[config.mk]
export PLATFORM = sky130hd
export DESIGN_NAME = jfpjc_frame_sequencer_flat
export DESIGN_NICKNAME = d
export VERILOG_FILES = /design/src/rtl/jfpjc_frame_sequencer_if.sv /design/src/rtl/jfpjc_frame_sequencer.sv /design/src/flat_wrapper.sv
export SDC_FILE = /design/constraint.sdc
export NUM_CORES = 1
export LEC_CHECK = 0
export BUFFER_PORTS_ARGS = -buffer_cell sky130_fd_sc_hd__buf_2
export CAP_MARGIN = 20
export CORE_ASPECT_RATIO = 0.8
export CORE_MARGIN = 2
export CORE_UTILIZATION = 30
export DETAILED_ROUTE_END_ITERATION = 10
export GPL_ROUTABILITY_DRIVEN = 0
export SLEW_MARGIN = 20
export SYNTH_ARGS = -nofsm -noshare
export SYNTH_HDL_FRONTEND = slang
export SYNTH_SLANG_ARGS = --single-unit
[constraint.sdc]
create_clock -name clock -period 2.8 [get_ports clock]
set_input_delay 0.14 -clock clock [delete_from_list [all_inputs] [get_ports clock]]
set_output_delay 0.14 -clock clock [all_outputs]
set_load 0.03 [all_outputs]
[src/rtl/jfpjc_frame_sequencer_if.sv]
// Output byte stream between the JPEG frame sequencer and its downstream sink.
// Plain valid/ready handshake; a byte moves when out_valid && out_ready.
interface jfpjc_frame_sequencer_if;
  logic       out_valid;
  logic [7:0] out_data;
  logic       out_ready;

  modport master (output out_valid, output out_data, input out_ready);
  modport slave  (input out_valid, input out_data, output out_ready);
endinterface

[src/rtl/jfpjc_frame_sequencer.sv]
// JPEG frame sequencer: header ROM bytes, FIFO-buffered scan bytes, then EOI (FF D9).
// Optional macro JFPJC_FRAMER_BYTESTUFF_EN inserts 0x00 after every scan-data 0xFF.
module jfpjc_frame_sequencer #(
  parameter int HEADER_LEN = 328,
  parameter int FIFO_DEPTH = 16
) (
  input  logic                    clock,
  input  logic                    nreset,
  input  logic                    frame_start,
  input  logic                    frame_end,
  input  logic                    comp_valid,
  input  logic [7:0]              comp_data,
  output logic [8:0]              header_addr,
  input  logic [7:0]              header_data,
  jfpjc_frame_sequencer_if.master out_if,
  output logic                    busy,
  output logic                    frame_done,
  output logic                    overflow
);

  localparam int            AW        = $clog2(FIFO_DEPTH);
  localparam logic [8:0]    LAST_ADDR = 9'(HEADER_LEN - 1);
  localparam logic [AW:0]   PTR_ONE   = (AW + 1)'(1);

  typedef enum logic [2:0] {
    S_IDLE,
    S_HEADER,
    S_SCAN,
    S_EOI_FF,
    S_EOI_D9
  } state_t;

  state_t      r_state;
  logic [8:0]  r_headerAddr;
  logic        r_hdrValid;
  logic        r_endLatch;
  logic        r_overflow;
  logic        r_frameDone;
  logic [AW:0] r_wrPtr;
  logic [AW:0] r_rdPtr;
  logic [7:0]  r_mem [FIFO_DEPTH];

  logic        w_empty;
  logic        w_full;
  logic        w_accept;
  logic        w_push;
  logic        w_pop;
  logic        w_xfer;
  logic        w_valid;
  logic        w_stuffActive;
  logic [7:0]  w_head;
  logic [7:0]  w_data;

`ifdef JFPJC_FRAMER_BYTESTUFF_EN
  logic r_stuffPending;
  assign w_stuffActive = r_stuffPending;
`else
  assign w_stuffActive = 1'b0;
`endif

  // Pointers carry one extra wrap bit so full and empty are distinguishable.
  assign w_empty  = (r_wrPtr == r_rdPtr);
  assign w_full   = (r_wrPtr[AW] != r_rdPtr[AW]) &&
                    (r_wrPtr[AW-1:0] == r_rdPtr[AW-1:0]);
  assign w_head   = r_mem[r_rdPtr[AW-1:0]];
  assign w_accept = comp_valid && ((r_state == S_HEADER) || (r_state == S_SCAN));
  assign w_push   = w_accept && !w_full;
  assign w_xfer   = w_valid && out_if.out_ready;
  assign w_pop    = (r_state == S_SCAN) && w_xfer && !w_stuffActive;

  // Output byte is decoded purely from registered state, so reset clears it at once.
  always_comb begin
    w_valid = 1'b0;
    w_data  = 8'h00;
    case (r_state)
      S_HEADER: begin
        w_valid = r_hdrValid;
        w_data  = header_data;
      end
      S_SCAN: begin
        w_valid = !w_empty || w_stuffActive;
        w_data  = w_stuffActive ? 8'h00 : w_head;
      end
      S_EOI_FF: begin
        w_valid = 1'b1;
        w_data  = 8'hFF;
      end
      S_EOI_D9: begin
        w_valid = 1'b1;
        w_data  = 8'hD9;
      end
      default: begin
        w_valid = 1'b0;
        w_data  = 8'h00;
      end
    endcase
  end

  assign out_if.out_valid = w_valid;
  assign out_if.out_data  = w_data;
  assign header_addr      = r_headerAddr;
  assign busy             = (r_state != S_IDLE);
  assign frame_done       = r_frameDone;
  assign overflow         = r_overflow;

  always_ff @(posedge clock) begin
    if (w_push) begin
      r_mem[r_wrPtr[AW-1:0]] <= comp_data;
    end
  end

  always_ff @(posedge clock or negedge nreset) begin
    if (!nreset) begin
      r_state      <= S_IDLE;
      r_headerAddr <= 9'd0;
      r_hdrValid   <= 1'b0;
      r_endLatch   <= 1'b0;
      r_overflow   <= 1'b0;
      r_frameDone  <= 1'b0;
      r_wrPtr      <= '0;
      r_rdPtr      <= '0;
`ifdef JFPJC_FRAMER_BYTESTUFF_EN
      r_stuffPending <= 1'b0;
`endif
    end else begin
      r_frameDone <= 1'b0;

      if (w_push) begin
        r_wrPtr <= r_wrPtr + PTR_ONE;
      end
      if (w_pop) begin
        r_rdPtr <= r_rdPtr + PTR_ONE;
      end
      if (w_accept && w_full) begin
        r_overflow <= 1'b1;
      end
      if (frame_end && ((r_state == S_HEADER) || (r_state == S_SCAN))) begin
        r_endLatch <= 1'b1;
      end

`ifdef JFPJC_FRAMER_BYTESTUFF_EN
      // A transferred data 0xFF arms the stuff byte; the stuff byte's own transfer disarms it.
      if ((r_state == S_SCAN) && w_xfer) begin
        r_stuffPending <= !r_stuffPending && (w_head == 8'hFF);
      end
`endif

      case (r_state)
        S_IDLE: begin
          if (frame_start) begin
            r_state      <= S_HEADER;
            r_headerAddr <= 9'd0;
            r_hdrValid   <= 1'b0;
            r_overflow   <= 1'b0;
            r_endLatch   <= 1'b0;
            r_wrPtr      <= '0;
            r_rdPtr      <= '0;
          end
        end
        S_HEADER: begin
          // The ROM is registered: each new address gets one idle cycle before its byte is shown.
          if (w_xfer) begin
            r_hdrValid <= 1'b0;
            if (r_headerAddr == LAST_ADDR) begin
              r_state <= S_SCAN;
            end else begin
              r_headerAddr <= r_headerAddr + 9'd1;
            end
          end else begin
            r_hdrValid <= 1'b1;
          end
        end
        S_SCAN: begin
          if (r_endLatch && w_empty && !w_stuffActive && !comp_valid) begin
            r_state <= S_EOI_FF;
          end
        end
        S_EOI_FF: begin
          if (w_xfer) begin
            r_state <= S_EOI_D9;
          end
        end
        S_EOI_D9: begin
          if (w_xfer) begin
            r_frameDone <= 1'b1;
            r_state     <= S_IDLE;
          end
        end
        default: begin
          r_state <= S_IDLE;
        end
      endcase
    end
  end

endmodule

[src/flat_wrapper.sv]
// flat-port wrapper written by rule: the top's interface ports become plain ports
module jfpjc_frame_sequencer_flat 
#(
  parameter int HEADER_LEN = 328,
  parameter int FIFO_DEPTH = 16
)
  (clock, nreset, frame_start, frame_end, comp_valid, comp_data, header_addr, header_data, busy, frame_done, overflow, out_if_out_valid, out_if_out_data, out_if_out_ready);
  jfpjc_frame_sequencer_if out_if_i ();
  input  logic clock;
  input  logic nreset;
  input  logic frame_start;
  input  logic frame_end;
  input  logic comp_valid;
  input  logic [7:0] comp_data;
  output logic [8:0] header_addr;
  input  logic [7:0] header_data;
  output logic busy;
  output logic frame_done;
  output logic overflow;
  output wire logic [$bits(out_if_i.out_valid)-1:0] out_if_out_valid;
  output wire logic [$bits(out_if_i.out_data)-1:0] out_if_out_data;
  input wire logic [$bits(out_if_i.out_ready)-1:0] out_if_out_ready;
  assign out_if_out_valid = out_if_i.out_valid;
  assign out_if_out_data = out_if_i.out_data;
  assign out_if_i.out_ready = out_if_out_ready;
  jfpjc_frame_sequencer #(.HEADER_LEN(HEADER_LEN), .FIFO_DEPTH(FIFO_DEPTH)) u_core (.clock(clock), .nreset(nreset), .frame_start(frame_start), .frame_end(frame_end), .comp_valid(comp_valid), .comp_data(comp_data), .header_addr(header_addr), .header_data(header_data), .out_if(out_if_i), .busy(busy), .frame_done(frame_done), .overflow(overflow));
endmodule
Word-level counts from Yosys, hierarchy flattened
Memories as Yosys holds them, arrays and structs flattened.
Index checks and enable logic that the tools add are counted.
- reductions and logical operators: 20
- add/subtract/negate cells: 3
- muxes and demuxes: 32
- equal/unequal tests: 15
- operator list (operator ; number):
    $pmux W8 S4 ; 1
    $mux W5 ; 6
    $mux W9 ; 3
    $mux W3 ; 6
    $pmux W9 S2 ; 1
    $pmux W3 S5 ; 1
    $mux W1 ; 12
    $add A5 B1 Y5 const B ; 2
    $add A9 B1 Y9 const B ; 1
    $eq A9 B9 Y1 const B ; 1
    $logic_and A1 B1 Y1 ; 9
    $ne A2 B2 Y1 const B ; 4
    $eq A3 B2 Y1 const B ; 2
    $ne A2 B1 Y1 const B ; 3
    $reduce_and A6 Y1 ; 1
    $eq A5 B5 Y1 ; 1
    $eq A4 B4 Y1 ; 1
    $reduce_and A4 Y1 ; 1
    $eq A3 B1 Y1 const B ; 1
    $eq A3 B3 Y1 const B ; 1
    $logic_not A1 Y1 ; 3
    $logic_not A3 Y1 ; 1
    $pmux W1 S3 ; 1
    $reduce_bool A3 Y1 ; 1
    6 further kinds ; 6
- bits in registers: 26
- input port bits: 22
- memories kept: 1
- RAM bits: 128
- word-level logic and storage cells: 79
- memory list (memory ; words ; bits a word ; rd ports ; clocked after memory_dff ; write ports ; line ; source):
    u_core.r_mem ; 16 ; 8 ; 1 ; 0 ; 1 ; jfpjc_frame_sequencer.sv:41 ; logic [7:0] r_mem [FIFO_DEPTH];

Longest topological paths before layout
- depth after elaboration: 8
- mapped depth: 7

Worst setup path after synthesis
OpenSTA, ideal clock, no wires.
- path kind: reg2reg
- start: register u_core.r_rdPtr[0]
- end: memory u_core.r_mem[0][0] (enable)
- cell stages (with the launch flop): 8
- period minus slack after synthesis: 2.372 ns
- data required time: 2.417 ns
- arrival: 1.989 ns
- setup slack: 0.428 ns
- cells stage by stage: dfrtp_1 -> buf_2 -> xnor2_1 -> nand4_1 -> o21a_1 -> clkbuf_1 -> nand2_1 -> nor3_1
- word-level cells in the longest chain between the ends: 6
- ends and longest elaborated chain (element ; line ; source):
    start, declared ; jfpjc_frame_sequencer.sv:40 ; logic [AW:0] r_rdPtr;
    start signal, assigned ; jfpjc_frame_sequencer.sv:132 ; r_rdPtr <= r_rdPtr + PTR_ONE;
    $eq A4 B4 Y1 ; jfpjc_frame_sequencer.sv:64 ; (r_wrPtr[AW-1:0] == r_rdPtr[AW-1:0]);
    $logic_and A1 B1 Y1 ; jfpjc_frame_sequencer.sv:63 ; assign w_full = (r_wrPtr[AW] != r_rdPtr[AW]) &&
    $logic_not A1 Y1 ; jfpjc_frame_sequencer.sv:67 ; assign w_push = w_accept && !w_full;
    $logic_and A1 B1 Y1 ; jfpjc_frame_sequencer.sv:67 ;
    $mux W1 ; jfpjc_frame_sequencer.sv:107 ; if (w_push) begin
    $mux W1 (not written as such) ; jfpjc_frame_sequencer.sv:108 ; r_mem[r_wrPtr[AW-1:0]] <= comp_data;
    end, declared ; jfpjc_frame_sequencer.sv:41 ;
No other way between the ends.

Final worst setup path
- start: register u_core.r_rdPtr[0]
- end: output out_if_out_data[2]
- word-level cells in the longest chain between the ends: 2
- ends and longest elaborated chain (element ; line ; source):
    $mem_v2 Z16 W8 ; n/a ;
    $pmux W8 S4 ; jfpjc_frame_sequencer.sv:75 ; case (r_state)
    end, declared ; flat_wrapper.sv:21 ; output wire logic [$bits(out_if_i.out_data)-1:0] out_if_out_data;
No other way between the ends.

==> results.txt <==
* Run status: complete, no violations
- sky130_fd_sc_hd__edfxtp_1 is the most common cell in the netlist.
- Once detail routing completed, the nets flagged for antenna violations numbered 0.
- Vias in the first global route: 3690
- Number of buffers inserted by port buffering: 42
- Across all setup checks in the final design, the least slack found is slightly above 0.09 ns.
* Total leakage power: between 2 and 3 nW
- Relative contribution of the clock network to total power: between 30% and 40%
- The first global-routing pass estimated between 20000 and 25000 µm of wire.
- The commonest cells after synthesis are sky130_fd_sc_hd__edfxtp_1, sky130_fd_sc_hd__mux4_2, sky130_fd_sc_hd__nor2_1.
- The synthesized design contains about 150 register bits.
* Effective utilization at floorplan: between 30% and 40%
- Average wire length per cell after detail routing: 19.53 µm
- In the synthesized netlist the dominant register cell turns out to be sky130_fd_sc_hd__edfxtp_1.
- Sinks on Clock Net: approximately 150
* First drt pass iteration count: 5
- Power share of the sequential group: between 30% and 40%
- The routed layout has between 3000 and 4000 vias.
* Clock period minus final worst setup slack: around 2.7 ns
- Net switching is between 30% and 40% of the power.
- The initialized floorplan defines 48 standard-cell rows.
- After synthesis, the largest area contributor takes up ~59% of total cell area.
* Setup crit start kind: flop
- Setup repair after global routing missed its margin: no
* Starting DRC count in detailed routing: 423
- Detailed Place HPWL: between 9000 and 10000 µm
- Between clock sinks in the finished design, the worst skew comes to around 0.01 ns.
- Counting flops with a built-in enable in the synthesized netlist gives ~130.
* Most area-hungry cell type in the Yosys netlist: sky130_fd_sc_hd__edfxtp_1
- Largest fanout on the critical path: 36
- Setup WS pre-CTS: slightly above 0.5 ns
- After synthesis, the mean cell area works out to 16.39 µm².
* Die span in x: around 170 µm
* Final Max Tran Viols: 0
- Total routing usage reported by global routing: a little over an eighth
- DRC viols: 0
- The internal portion of the total power is about 5.2 mW.
* Largest net degree at the start of global routing: 37
- Fraction of layout cells with a size suffix above 1: about 28%
* Placeable Area: 21440 µm²
- The net count of the finished layout is ~480.
- Data arrives at the worst endpoint at ~2.6 ns.
* Via density per instance: approximately 5
- Seq/Total Area, Yosys: between 60% and 70%
- The share of total power dissipated in combinational logic is 26.8%.
- The worst-case IR drop observed on VDD is approximately 0.42 mV.
- STA puts the critical path data required time at about 2.7 ns.
- Summing all non-filler instances in the final layout gives an area of 7790 µm².
* Actual slew at the worst max-slew pin: roughly 0.65 ns
- The number of antenna diodes in the final layout is 0.
* Total congestion overflow after global routing: 0
- Setup violations remaining at the end of the flow were counted as 0.
* Number of cells produced by synthesis: roughly 400
- Relative to the synthesized area, the layout overhead comes to 19.43%.
- Net count after synthesis: around 430
- Number of antenna violations at the first check in global routing: 0
* Synth top area cells: sky130_fd_sc_hd__edfxtp_1, sky130_fd_sc_hd__mux4_2, sky130_fd_sc_hd__dfrtp_1
- Total power: 7.570 mW
- After routing, the total negative slack on setup checks comes to 0 ns.
- Max-slew headroom: between 50% and 60%
- The tool flagged a number of max-cap violations equal to 0.
* Crit path kind: reg -> out
- TritonCTS built the clock tree.
* Async S/R FF share, synth: between 10% and 20%
- Number of buffers created by CTS: 17
* Type of the tightest min-delay check: in -> reg
- Die height: ~140 µm
- Synth Cell Area: 6523 µm²
- For this run, the top clock speed supported by timing is about 370 MHz.
* Die area: approximately 23000 µm²
- In this run the count of I/O pins placed on the die edge is 43.
- The clock reaches the later pin of the worst-skew pair after about 0.42 ns.
* Total count of hold-check failures in the final report: 0
- Synthesis warning total: 0
* Clock slew at reported path FFs: roughly 0.060 ns
- STA classifies the critical path endpoint as an output pin.
* Count of cell types in the netlist: between 40 and 50
- The worst path uses between 90% and 100% of the clock period.
- After detailed placement, the total cell area comes to ~7100 µm².
* Cells on worst reg2reg path: 4
- P per Cell Area: between 900 and 1000 nW/µm²
- Wire length after detailed routing: between 10000 and 15000 µm
- The root buffer cell chosen for the clock tree is sky130_fd_sc_hd__clkbuf_16.
- Net switching power figure: ~2.4 mW
- Counting instances, the worst hold path has a depth of 3.
- Max Buffers Root-to-Sink: 2
- The H-tree was split into 4 levels.
[flip-flops by register name, indices dropped and copies added, names as in the netlist]
register,cells
u_core.frame_done,1
u_core.header_addr,9
u_core.overflow,1
u_core.r_endLatch,1
u_core.r_hdrValid,1
u_core.r_mem,128
u_core.r_rdPtr,5
u_core.r_state,3
u_core.r_wrPtr,5
[cell type report]
| class | instances | area [µm²] |
|---|---|---|
| clock buffers | 18 | 429.2 |
| clock inverters | 14 | 226.5 |
| fillers | 1997 | 13650 |
| inverters | 7 | 26.28 |
| multi-input cells | 218 | 1923 |
| flip-flops and latches | 154 | 4496 |
| well taps | 275 | 344.1 |
| repair buffers | 58 | 345.3 |
[layout by cell type (no fill, tap or decap), types with 7 or more instances in the layout]
cell type / instances
sky130_fd_sc_hd__and3_1: 13
sky130_fd_sc_hd__buf_2: 42
sky130_fd_sc_hd__a22o_1: 10
sky130_fd_sc_hd__mux4_2: 32
sky130_fd_sc_hd__buf_4: 14
sky130_fd_sc_hd__o21ai_0: 11
sky130_fd_sc_hd__nand2_1: 23
sky130_fd_sc_hd__edfxtp_1: 128
sky130_fd_sc_hd__clkbuf_16: 17
sky130_fd_sc_hd__nor2_1: 29
sky130_fd_sc_hd__dfrtp_1: 25
sky130_fd_sc_hd__inv_1: 7
[final timing paths]
path	startpoint	end	slack [ns]
max reg2reg	u_core.r_state[2]	u_core.r_mem[6][4]	0.52
min in group asynchronous	nreset	u_core.header_addr[6]	0.27
max	u_core.r_rdPtr[0]	out_if_out_data[2]	0.09
min reg2reg	u_core.overflow	u_core.overflow	0.51
min	frame_end	u_core.r_endLatch	0.04
max in group asynchronous	nreset	u_core.r_rdPtr[0]	2.09
[through the flow]
stage / instances / hold slack (ns) / utilization [%]
after floorplan: 398 / -0.1556 / -
after global routing: 744 / 0.05554 / 36.33
after detailed placement: 711 / 0.1898 / 33.19
after global placement: 711 / 0.1792 / 33.19
final: 744 / 0.03735 / 36.33
after CTS: 744 / 0.02968 / 36.30
[worst max-delay path, stage by stage, from the launching register on]
cell and delay (ns):
sky130_fd_sc_hd__dfrtp_2 0.37, sky130_fd_sc_hd__buf_12 0.28, sky130_fd_sc_hd__mux4_2 0.57, sky130_fd_sc_hd__mux2i_1 0.37
sky130_fd_sc_hd__nor4_1 0.08, sky130_fd_sc_hd__a31oi_1 0.17, sky130_fd_sc_hd__o21ai_0 0.09, sky130_fd_sc_hd__buf_2 0.19
[timing repair]
action	in CTS	in global routing
hold buffers	1	0
endpoints found under the setup margin	0	2
buffers inserted	0	0
endpoints found under the hold margin	26	0
resized for setup	0	2
[logic make-up after synthesis]
logic type / count (synthesis) / synth area share [%]
DFF: 154 / 68.90
adders and majority gates: 6 / 1.151
xor gates and xnor gates: 12 / 1.611
muxes: 43 / 12.79
buffers and inverters: 26 / 1.726
and+or+nand+nor: 102 / 7.769
AOI/OAI and AO/OA: 55 / 6.043
[power by group through the flow]
stage / logic (mW) / registers, mW / clock network, mW
after detailed placement: 2.03 / 3.05 / 0
after global placement: 2.00 / 3.03 / 0
after global routing: 2.20 / 3.04 / 2.67
final: 2.03 / 3.00 / 2.54
after CTS: 2.04 / 3.00 / 2.58
after floorplan: 1.39 / 3.06 / 0
[metal layers]
layer  track usage (%)  vias to the layer above  part of all wire (%)
met2             18.83                      111                    44
met5                 0                        -                     0
li1                  -                     1705                     -
met4             4.646                        0                   1.0
met1             19.91                     1929                    50
met3             2.969                       14                   4.9
Note: power is estimated with default switching activity, not from simulation.
